$ cat src/rtl/xbar_pkg.sv
// Shared crossbar types: default widths, the {dest,data} beat and the
// occupancy-derived ingress state encoding.
package xbar_pkg;

  localparam int XBAR_M      = 4;
  localparam int XBAR_DATA_W = 32;
  localparam int XBAR_DEST_W = $clog2(XBAR_M);

  typedef struct packed {
    logic [XBAR_DEST_W-1:0] dest;
    logic [XBAR_DATA_W-1:0] data;
  } xbar_beat_t;

  typedef enum logic [1:0] {
    ST_EMPTY = 2'd0,
    ST_PEND  = 2'd1,
    ST_FULL  = 2'd2
  } ingress_state_e;

endpackage

$ cat src/rtl/xbar_sync_fifo.sv
// Synchronous FIFO holding crossbar beats. The head entry is shown
// combinationally from rd_ptr. Push and pop arrive already qualified by the
// caller, so this block never has to guard against over/underflow itself.
module xbar_sync_fifo
  import xbar_pkg::*;
#(
  parameter int  DEPTH = 4,
  parameter type T     = xbar_beat_t,
  localparam int PTR_W = $clog2(DEPTH),
  localparam int LVL_W = $clog2(DEPTH + 1)
) (
  input  logic             clk,
  input  logic             rst_n,
  input  logic             i_push,
  input  logic             i_pop,
  input  T                 i_wdata,
  output T                 o_head,
  output logic [LVL_W-1:0] o_level
);

  T                 r_mem [DEPTH];
  logic [PTR_W-1:0] r_wr_ptr;
  logic [PTR_W-1:0] r_rd_ptr;
  logic [LVL_W-1:0] r_level;

  // Storage, pointers and occupancy. DEPTH is a power of 2, so the pointers
  // wrap on their own when they overflow.
  always_ff @(posedge clk) begin
    if (!rst_n) begin
      r_wr_ptr <= '0;
      r_rd_ptr <= '0;
      r_level  <= '0;
      r_mem    <= '{default: '0};
    end else begin
      if (i_push) begin
        r_mem[r_wr_ptr] <= i_wdata;
        r_wr_ptr        <= r_wr_ptr + PTR_W'(1);
      end
      if (i_pop) r_rd_ptr <= r_rd_ptr + PTR_W'(1);
      case ({i_push, i_pop})
        2'b10:   r_level <= r_level + LVL_W'(1);
        2'b01:   r_level <= r_level - LVL_W'(1);
        default: r_level <= r_level;
      endcase
    end
  end

  assign o_head  = r_mem[r_rd_ptr];
  assign o_level = r_level;

endmodule

$ cat src/rtl/crossbar_ingress_port.sv
// Ingress queue for one crossbar input. It presents the FIFO head as
// req/dest/data, pops the head on grant, and counts ungranted cycles so that
// a head starved by the arbiter shows up as stall.
module crossbar_ingress_port
  import xbar_pkg::*;
#(
  parameter int  M           = XBAR_M,
  parameter int  DATA_W      = XBAR_DATA_W,
  parameter int  DEPTH       = 4,
  parameter int  STALL_LIMIT = 15,
  localparam int DEST_W      = $clog2(M),
  localparam int LVL_W       = $clog2(DEPTH + 1),
  localparam int WCNT_W      = $clog2(STALL_LIMIT + 1)
) (
  input  logic              clk,
  input  logic              rst_n,
  input  logic              in_valid,
  output logic              in_ready,
  input  logic [DEST_W-1:0] in_dest,
  input  logic [DATA_W-1:0] in_data,
  output logic              xb_req,
  output logic [DEST_W-1:0] xb_dest,
  output logic [DATA_W-1:0] xb_data,
  input  logic              xb_grant,
  output logic [LVL_W-1:0]  level,
  output logic              stall
);

  typedef struct packed {
    logic [DEST_W-1:0] dest;
    logic [DATA_W-1:0] data;
  } beat_t;

  beat_t           w_wbeat;
  beat_t           w_head;
  logic [LVL_W-1:0] w_level;
  ingress_state_e   w_state;
  logic             w_push;
  logic             w_pop;
  logic [WCNT_W-1:0] r_wait_cnt;

  // Occupancy class. EMPTY and FULL drive the handshake. Pushes are refused
  // while FULL even if a pop happens on the same edge.
  always_comb begin
    w_state = ST_EMPTY;
    if (w_level == LVL_W'(DEPTH)) w_state = ST_FULL;
    else if (w_level != '0)       w_state = ST_PEND;
  end

  // rst_n gating keeps req/ready low for the whole reset window, not only
  // after the first reset edge.
  assign in_ready = rst_n && (w_state != ST_FULL);
  assign xb_req   = rst_n && (w_state != ST_EMPTY);
  assign w_push   = in_valid && in_ready;
  assign w_pop    = xb_req && xb_grant;

  assign w_wbeat.dest = in_dest;
  assign w_wbeat.data = in_data;
  assign xb_dest      = w_head.dest;
  assign xb_data      = w_head.data;

  xbar_sync_fifo #(
    .DEPTH (DEPTH),
    .T     (beat_t)
  ) u_fifo (
    .clk     (clk),
    .rst_n   (rst_n),
    .i_push  (w_push),
    .i_pop   (w_pop),
    .i_wdata (w_wbeat),
    .o_head  (w_head),
    .o_level (w_level)
  );

  assign level = w_level;

  // Cycles the current head has waited without a grant. The counter
  // saturates at the limit and restarts when the head is popped or the
  // queue empties.
  always_ff @(posedge clk) begin
    if (!rst_n)
      r_wait_cnt <= '0;
    else if (w_pop || w_state == ST_EMPTY)
      r_wait_cnt <= '0;
    else if (xb_req && !xb_grant && r_wait_cnt != WCNT_W'(STALL_LIMIT))
      r_wait_cnt <= r_wait_cnt + WCNT_W'(1);
  end

  assign stall = rst_n && (r_wait_cnt == WCNT_W'(STALL_LIMIT));

endmodule

$ cat config.mk
export PLATFORM = sky130hd
export DESIGN_NAME = crossbar_ingress_port
export DESIGN_NICKNAME = d
export VERILOG_FILES = /design/src/rtl/xbar_pkg.sv /design/src/rtl/xbar_sync_fifo.sv /design/src/rtl/crossbar_ingress_port.sv
export SDC_FILE = /design/constraint.sdc
export NUM_CORES = 1
export LEC_CHECK = 0
export CAP_MARGIN = 10
export CELL_PAD_IN_SITES_DETAIL_PLACEMENT = 1
export CELL_PAD_IN_SITES_GLOBAL_PLACEMENT = 1
export CORE_UTILIZATION = 40
export DETAILED_ROUTE_END_ITERATION = 7
export PLACE_DENSITY = 0.8
export REMOVE_ABC_BUFFERS = 1
export SETUP_SLACK_MARGIN = 0.15
export SYNTH_ARGS = -nofsm -noshare
export SYNTH_HDL_FRONTEND = slang
export SYNTH_SLANG_ARGS = --single-unit
$ cat constraint.sdc
create_clock -name clk -period 2 [get_ports clk]
set_clock_uncertainty 0.05 [all_clocks]
set_input_delay 0.3 -clock clk [delete_from_list [all_inputs] [get_ports clk]]
set_output_delay 0.3 -clock clk [all_outputs]
set_load 0.05 [all_outputs]
### After elaboration in Yosys (flattened, before gate mapping)

Cells that the tools add are included.
W data, S select, Z words.

| cells by class | value |
|---|---|
| add/subtract/negate cells | 5 |
| $lt $le $gt $ge | 3 |
| eq/ne operators | 6 |
| multiplexer cells | 9 |
| bitwise gates (word level) | 3 |
| reduce and logical (&&, ||, !) cells | 15 |

Operators with widths:

| kind | number |
|---|---|
| $bwmux W136 | 1 |
| $mux W34 | 3 |
| $bmux W34 S2 | 1 |
| $demux W34 S2 | 1 |
| $logic_and A1 B1 Y1 | 8 |
| $ge A3 B3 Y1 const B | 2 |
| $not A2 Y3 | 2 |
| $pmux W3 S2 | 1 |
| $add A2 B1 Y2 const B | 2 |
| $add A4 B1 Y4 const B | 1 |
| $eq A4 B4 Y1 const B | 1 |
| $ne A4 B4 Y1 const B | 1 |
| $reduce_bool A2 Y1 | 2 |
| $add A3 B1 Y3 const B | 1 |
| $eq A3 B3 Y1 const B | 1 |
| $lt A3 B1 Y1 const B | 1 |
| $reduce_bool A3 Y1 | 1 |
| $sub A3 B1 Y3 const B | 1 |
| $eq A2 B1 Y1 const B | 1 |
| $eq A2 B2 Y1 const B | 1 |
| $logic_not A2 Y1 | 1 |
| $mux W2 | 1 |
| $ne A2 B2 Y1 const B | 1 |
| $reduce_or A2 Y1 | 1 |
| other kinds (4) | 4 |

| word-level totals | value |
|---|---|
| bits in registers | 147 |
| output and inout port bits | 40 |
| word-level logic and storage cells | 53 |

### Logic depth before layout (Yosys ltp)

| logic depth | value |
|---|---|
| depth after elaboration | 8 |
| gate-level depth with buffers | 10 |
| gate-level depth less buffers | 9 |

### Modules after synthesis

From an unflattened synthesis, not the netlist that was laid out.

| second synthesis, totals | value |
|---|---|
| cell total of the unflattened synthesis | 701 |
| area total of the unflattened synthesis | 6,682.7 µm² |

By module, submodules not included:

| module | instances | cells each | area an instance (µm²) | seq. area each (µm²) |
|---|---|---|---|---|
| xbar_sync_fifo | 1 | 675 | 6,452.4 | 2,862.7 |
| crossbar_ingress_port | 1 | 26 | 230.2 | 80.1 |

### Least setup slack after synthesis

OpenSTA, ideal clock, no wires.

| timing | value |
|---|---|
| path kind | register to register |
| start point | reg u_fifo.r_level[2] (netlist: u_fifo.o_level[2]) |
| end point | reg u_fifo.r_level[2] (netlist: u_fifo.o_level[2]) |
| arrival time | 2,429 ps |
| data required time | 1,880 ps |
| path slack | -548 ps |
| cell stages (with the launch flop) | 10 |
| clock period less this slack | 2,548 ps |
| cell sequence | dfxtp_1 nor3b_4 nor2_1 inv_1 ha_1 inv_1 fa_1 xor2_1 or3_1 a21oi_1 |

| on the way | value |
|---|---|
| cells in the longest elaborated chain, start to end | 8 |
| elaborated cells between the ends (all ways) | 16 |
| classes of those cells | add/sub: 2; eq/ne: 4; mux: 3; reduce/logical: 7 |

RTL lines:

| item | RTL line | text |
|---|---|---|
| start, declared | xbar_sync_fifo.sv:24 | `logic [LVL_W-1:0] r_level;` |
| start signal, assigned | xbar_sync_fifo.sv:41 | `2'b10: r_level <= r_level + LVL_W'(1);` |
| start signal, assigned | xbar_sync_fifo.sv:42 | `2'b01: r_level <= r_level - LVL_W'(1);` |
| start signal, assigned | xbar_sync_fifo.sv:43 | `default: r_level <= r_level;` |
| $reduce_bool A3 Y1 | crossbar_ingress_port.sv:47 | `else if (w_level != '0) w_state = ST_PEND;` |
| $mux W1 | crossbar_ingress_port.sv:47 |  |
| $mux W2 | crossbar_ingress_port.sv:46 | `if (w_level == LVL_W'(DEPTH)) w_state = ST_FULL;` |
| $ne A2 B2 Y1 / $reduce_bool A2 Y1 (equally long branches) | crossbar_ingress_port.sv:52, crossbar_ingress_port.sv:53 |  |
| $logic_and A1 B1 Y1, on equally long branches | crossbar_ingress_port.sv:52, crossbar_ingress_port.sv:53 |  |
| $logic_and A1 B1 Y1, on equally long branches | crossbar_ingress_port.sv:54, crossbar_ingress_port.sv:55 |  |
| $eq A2 B1 Y1 / $eq A2 B2 Y1 (equally long branches) | xbar_sync_fifo.sv:40 | `case ({i_push, i_pop})` |
| $pmux W3 S2 / $reduce_bool A2 Y1 (equally long branches) | -- |  |

Several ways; a longest one is shown, not always the timed one.
A chain may end at the register's enable or synchronous reset.

### Final worst setup path

| timing | value |
|---|---|
| start point | reg u_fifo.r_rd_ptr[0] |
| end point | out xb_data[19] |

| on the way | value |
|---|---|
| cells in the longest elaborated chain, start to end | 4 |

RTL lines:

| item | RTL line | text |
|---|---|---|
| start, declared | xbar_sync_fifo.sv:23 | `logic [PTR_W-1:0] r_rd_ptr;` |
| start signal, assigned | xbar_sync_fifo.sv:39 | `if (i_pop) r_rd_ptr <= r_rd_ptr + PTR_W'(1);` |
| $not A2 Y3 (implied by the code) | xbar_sync_fifo.sv:48 | `assign o_head = r_mem[r_rd_ptr];` |
| $bmux W34 S2 | xbar_sync_fifo.sv:48 |  |
| $mux W34 (implied by the code) (2 in series) | xbar_sync_fifo.sv:48 |  |
| end, declared | crossbar_ingress_port.sv:23 | `output logic [DATA_W-1:0] xb_data,` |

No other way between the ends. The select of a mux whose other input is x is not followed.

==> results_dict.tcl <==
set metrics [dict create \
    outcome "complete, but fails checks" \
    violations "setup timing" \
    initial_core_util 0.4112 \
    diodes 0 \
    grt_max_degree 134 \
    async_flop_share 0 \
    synth.avg_cell_area_um2 11.09 \
    clkLatencyLatePin_ns 0.43 \
    io_buffers 77 \
    wl_per_cell_um 20.57 \
    place_area_um2 7453 \
    post-place-ws_ns -0.3462 \
    synth_cell_types 29 \
    critical_path.top_delay_family "multiplexers" \
    fin_crit_sh 1.083 \
    n_fill_cell 1681 \
    yosys_warnings 0 \
    arrival_ns 1.82 \
    leakage_nw 3.167 \
    fin_ws_ns -0.1666 \
    ys_ff_latch 147 \
    finalWirelength_um 18980 \
    layout-drive-gt1-share 0.2702 \
    drt_first_pass_iters 5 \
    slowest_delay_ns 0.53 \
    synth.most_common_cell "nand2_1" \
    final_area_um2 8812 \
    cts-root-buf "clkbuf_16" \
    coreArea_um2 15890 \
    cts_hold_buf 0 \
    die_area_um2 16840 \
    h-tree-depth 4 \
    synthTopCellsByCount "nand2_1 (176), dfxtp_1 (147), mux2i_1 (140), mux4_2 (34), clkbuf_1 (16)" \
    dieHeight_um 129.8 \
    synth_edf_count 0 \
    cp_slowest_cell "mux4_2" \
    dp_hpwl_um 10240 \
    synthCells 589 \
    vdd_drop_max_mv 0.5920 \
    yosysSeqAreaShare 0.4506 \
    hold_viol 0 \
    first_global_vias 5144 \
    route.detailed.drc 0 \
    grt-ovfl-total 0 \
    via_count 4838 \
    antenna_found_initial 0 \
    slew_headroom 0.6246 \
    grt_util_all_layers 0.2151 \
    grt_pass1_wl_um 27080 \
    io_pins 78 \
    place_congestion 0.7586 \
    via_per_inst 5.242 \
    end_kind "output port" \
    worst-path-buf-inv 3 \
    synthTopCellsByArea "dfxtp_1 (45%), mux2i_1 (21%), mux4_2 (12%), nand2_1 (10%), buf_12 (3.7%)" \
    drt-initial-drc-count 251 \
    cts_buffer_depth 2 \
    ys.flop_type "dfxtp_1" \
    crit_required_ns 1.65 \
    nets 739 \
    postLayoutCoreUtil 0.5547 \
    synth_area_um2 6531 \
    worst-slew-pin-transition_ns 0.5632 \
    netlist.top_cell.by_area "dfxtp_1" \
    cts_tree "done" \
    criticalPathCategory "reg2out" \
    min_period_ns 2.167 \
    syn2layout_area_growth_pct 34.92 \
    max_freq_ghz 0.4616 \
    cp_max_fo 5 \
    cts.sinks 147 \
    setup_viol 34 \
    powerDensity_nw_per_um2 867.4 \
    rows 46 \
    maxCapViolations 0 \
    min_path_type "reg2reg" \
    rsz0062_at_grt "yes" \
    clk_pin_slew_ns 0.06 \
    maxSlewViolCount 0 \
    die_w_um 129.8 \
    numCtsBuffers 17 \
    drt.antenna.violating_nets 0 \
    crit_chain "buf_12, buf_16, mux4_2, buf_8" \
    yosys.area.top_type_share 0.4506 \
    p_total_mw 7.644 \
    startpoint_type "flip-flop" \
]
cell usage in the layout (no fill, tap or decap), types with 8 or more instances in the layout:
cell type / instances
mux2i_1: 134
buf_12: 17
nor2_1: 8
buf_4: 19
dfxtp_1: 140
clkdlybuf4s50_1: 36
mux4_2: 34
nand2_1: 176
clkbuf_16: 26
buf_6: 43
state kept, by name, summed over array words and instances, names as in the netlist:
register,flops
u_fifo.r_mem,136
u_fifo.o_level,3
r_wait_cnt,4
u_fifo.r_wr_ptr,2
u_fifo.r_rd_ptr,2
path summary, 6_finish.rpt:
kind                                         start               end  slack, ns  cells after the start
worst max-delay path            u_fifo.r_rd_ptr[0]       xb_data[19]      -0.17                      4
worst min-delay path              u_fifo.r_mem[49]  u_fifo.r_mem[49]       0.41                      2
worst max register to register   u_fifo.o_level[2]  u_fifo.r_mem[41]       0.01                      8
worst min register to register    u_fifo.r_mem[49]  u_fifo.r_mem[49]       0.41                      2
where the power goes:
part	leakage [nW]	switching, mW	total (mW)	internal (mW)
clock network	0.302	1.24	3.28	2.04
logic	1.67	0.657	1.25	0.591
registers	1.19	0.0759	3.11	3.04
total	3.17	1.97	7.64	5.67
tightest hold or removal path: stages (launching register included):
cell and delay [ns]:
dfxtp_1 0.31, nand2_1 0.05, mux2i_1 0.05
metrics by stage:
step	setup TNS (ns)	hold slack (ns)	cells
floorplan	-203.42	0.3815	545
global placement	-0.2638	0.3886	863
detailed placement	-0.4846	0.3994	863
CTS	-4.098	0.4098	906
global route	-5.192	0.4252	923
finish	-3.624	0.4074	923
cells by family (layout without fill, tap and decap cells):
| group | count (synthesis) | count (layout) | share of synthesized area |
|---|---|---|---|
| AO/OA/AOI/OAI | 7 | 7 | 0.007663 |
| buffers and inverters | 52 | 170 | 0.06724 |
| flip-flops | 147 | 147 | 0.4506 |
| multiplexers | 174 | 174 | 0.3318 |
| AND/OR/NAND/NOR | 198 | 198 | 0.1228 |
| XOR/XNOR | 4 | 4 | 0.005365 |
| adder cells (fa/ha/maj) | 7 | 7 | 0.01456 |
area by class of cell:
type,instances,area (um2),area share
tap,216,270.3,0.03067
sequential,147,2959,0.3358
multi-input combinational,390,3292,0.3736
timing repair buffer,130,1658,0.1881
clock inverter,11,132.6,0.01505
inverter,8,30.03,0.003408
clock buffer,21,470.5,0.05339
what timing repair did:
item,4_1_cts,5_1_grt
setup endpoints to repair,39,58
buffers inserted,9,8
gates cloned,2,9
gates resized for setup,61,27
pin swaps,9,8
endpoints found under the hold margin,0,0
layer usage:
| layer | wire length [um] | up-vias | GRT usage |
|---|---|---|---|
| li1 | - | 2237 | - |
| met1 | 7906 | 2469 | 0.2504 |
| met2 | 10050 | 106 | 0.3816 |
| met3 | 723 | 26 | 0.05617 |
| met4 | 305 | 0 | 0.07524 |
| met5 | 0 | - | 0 |
Note: power is estimated with default switching activity, not from simulation.
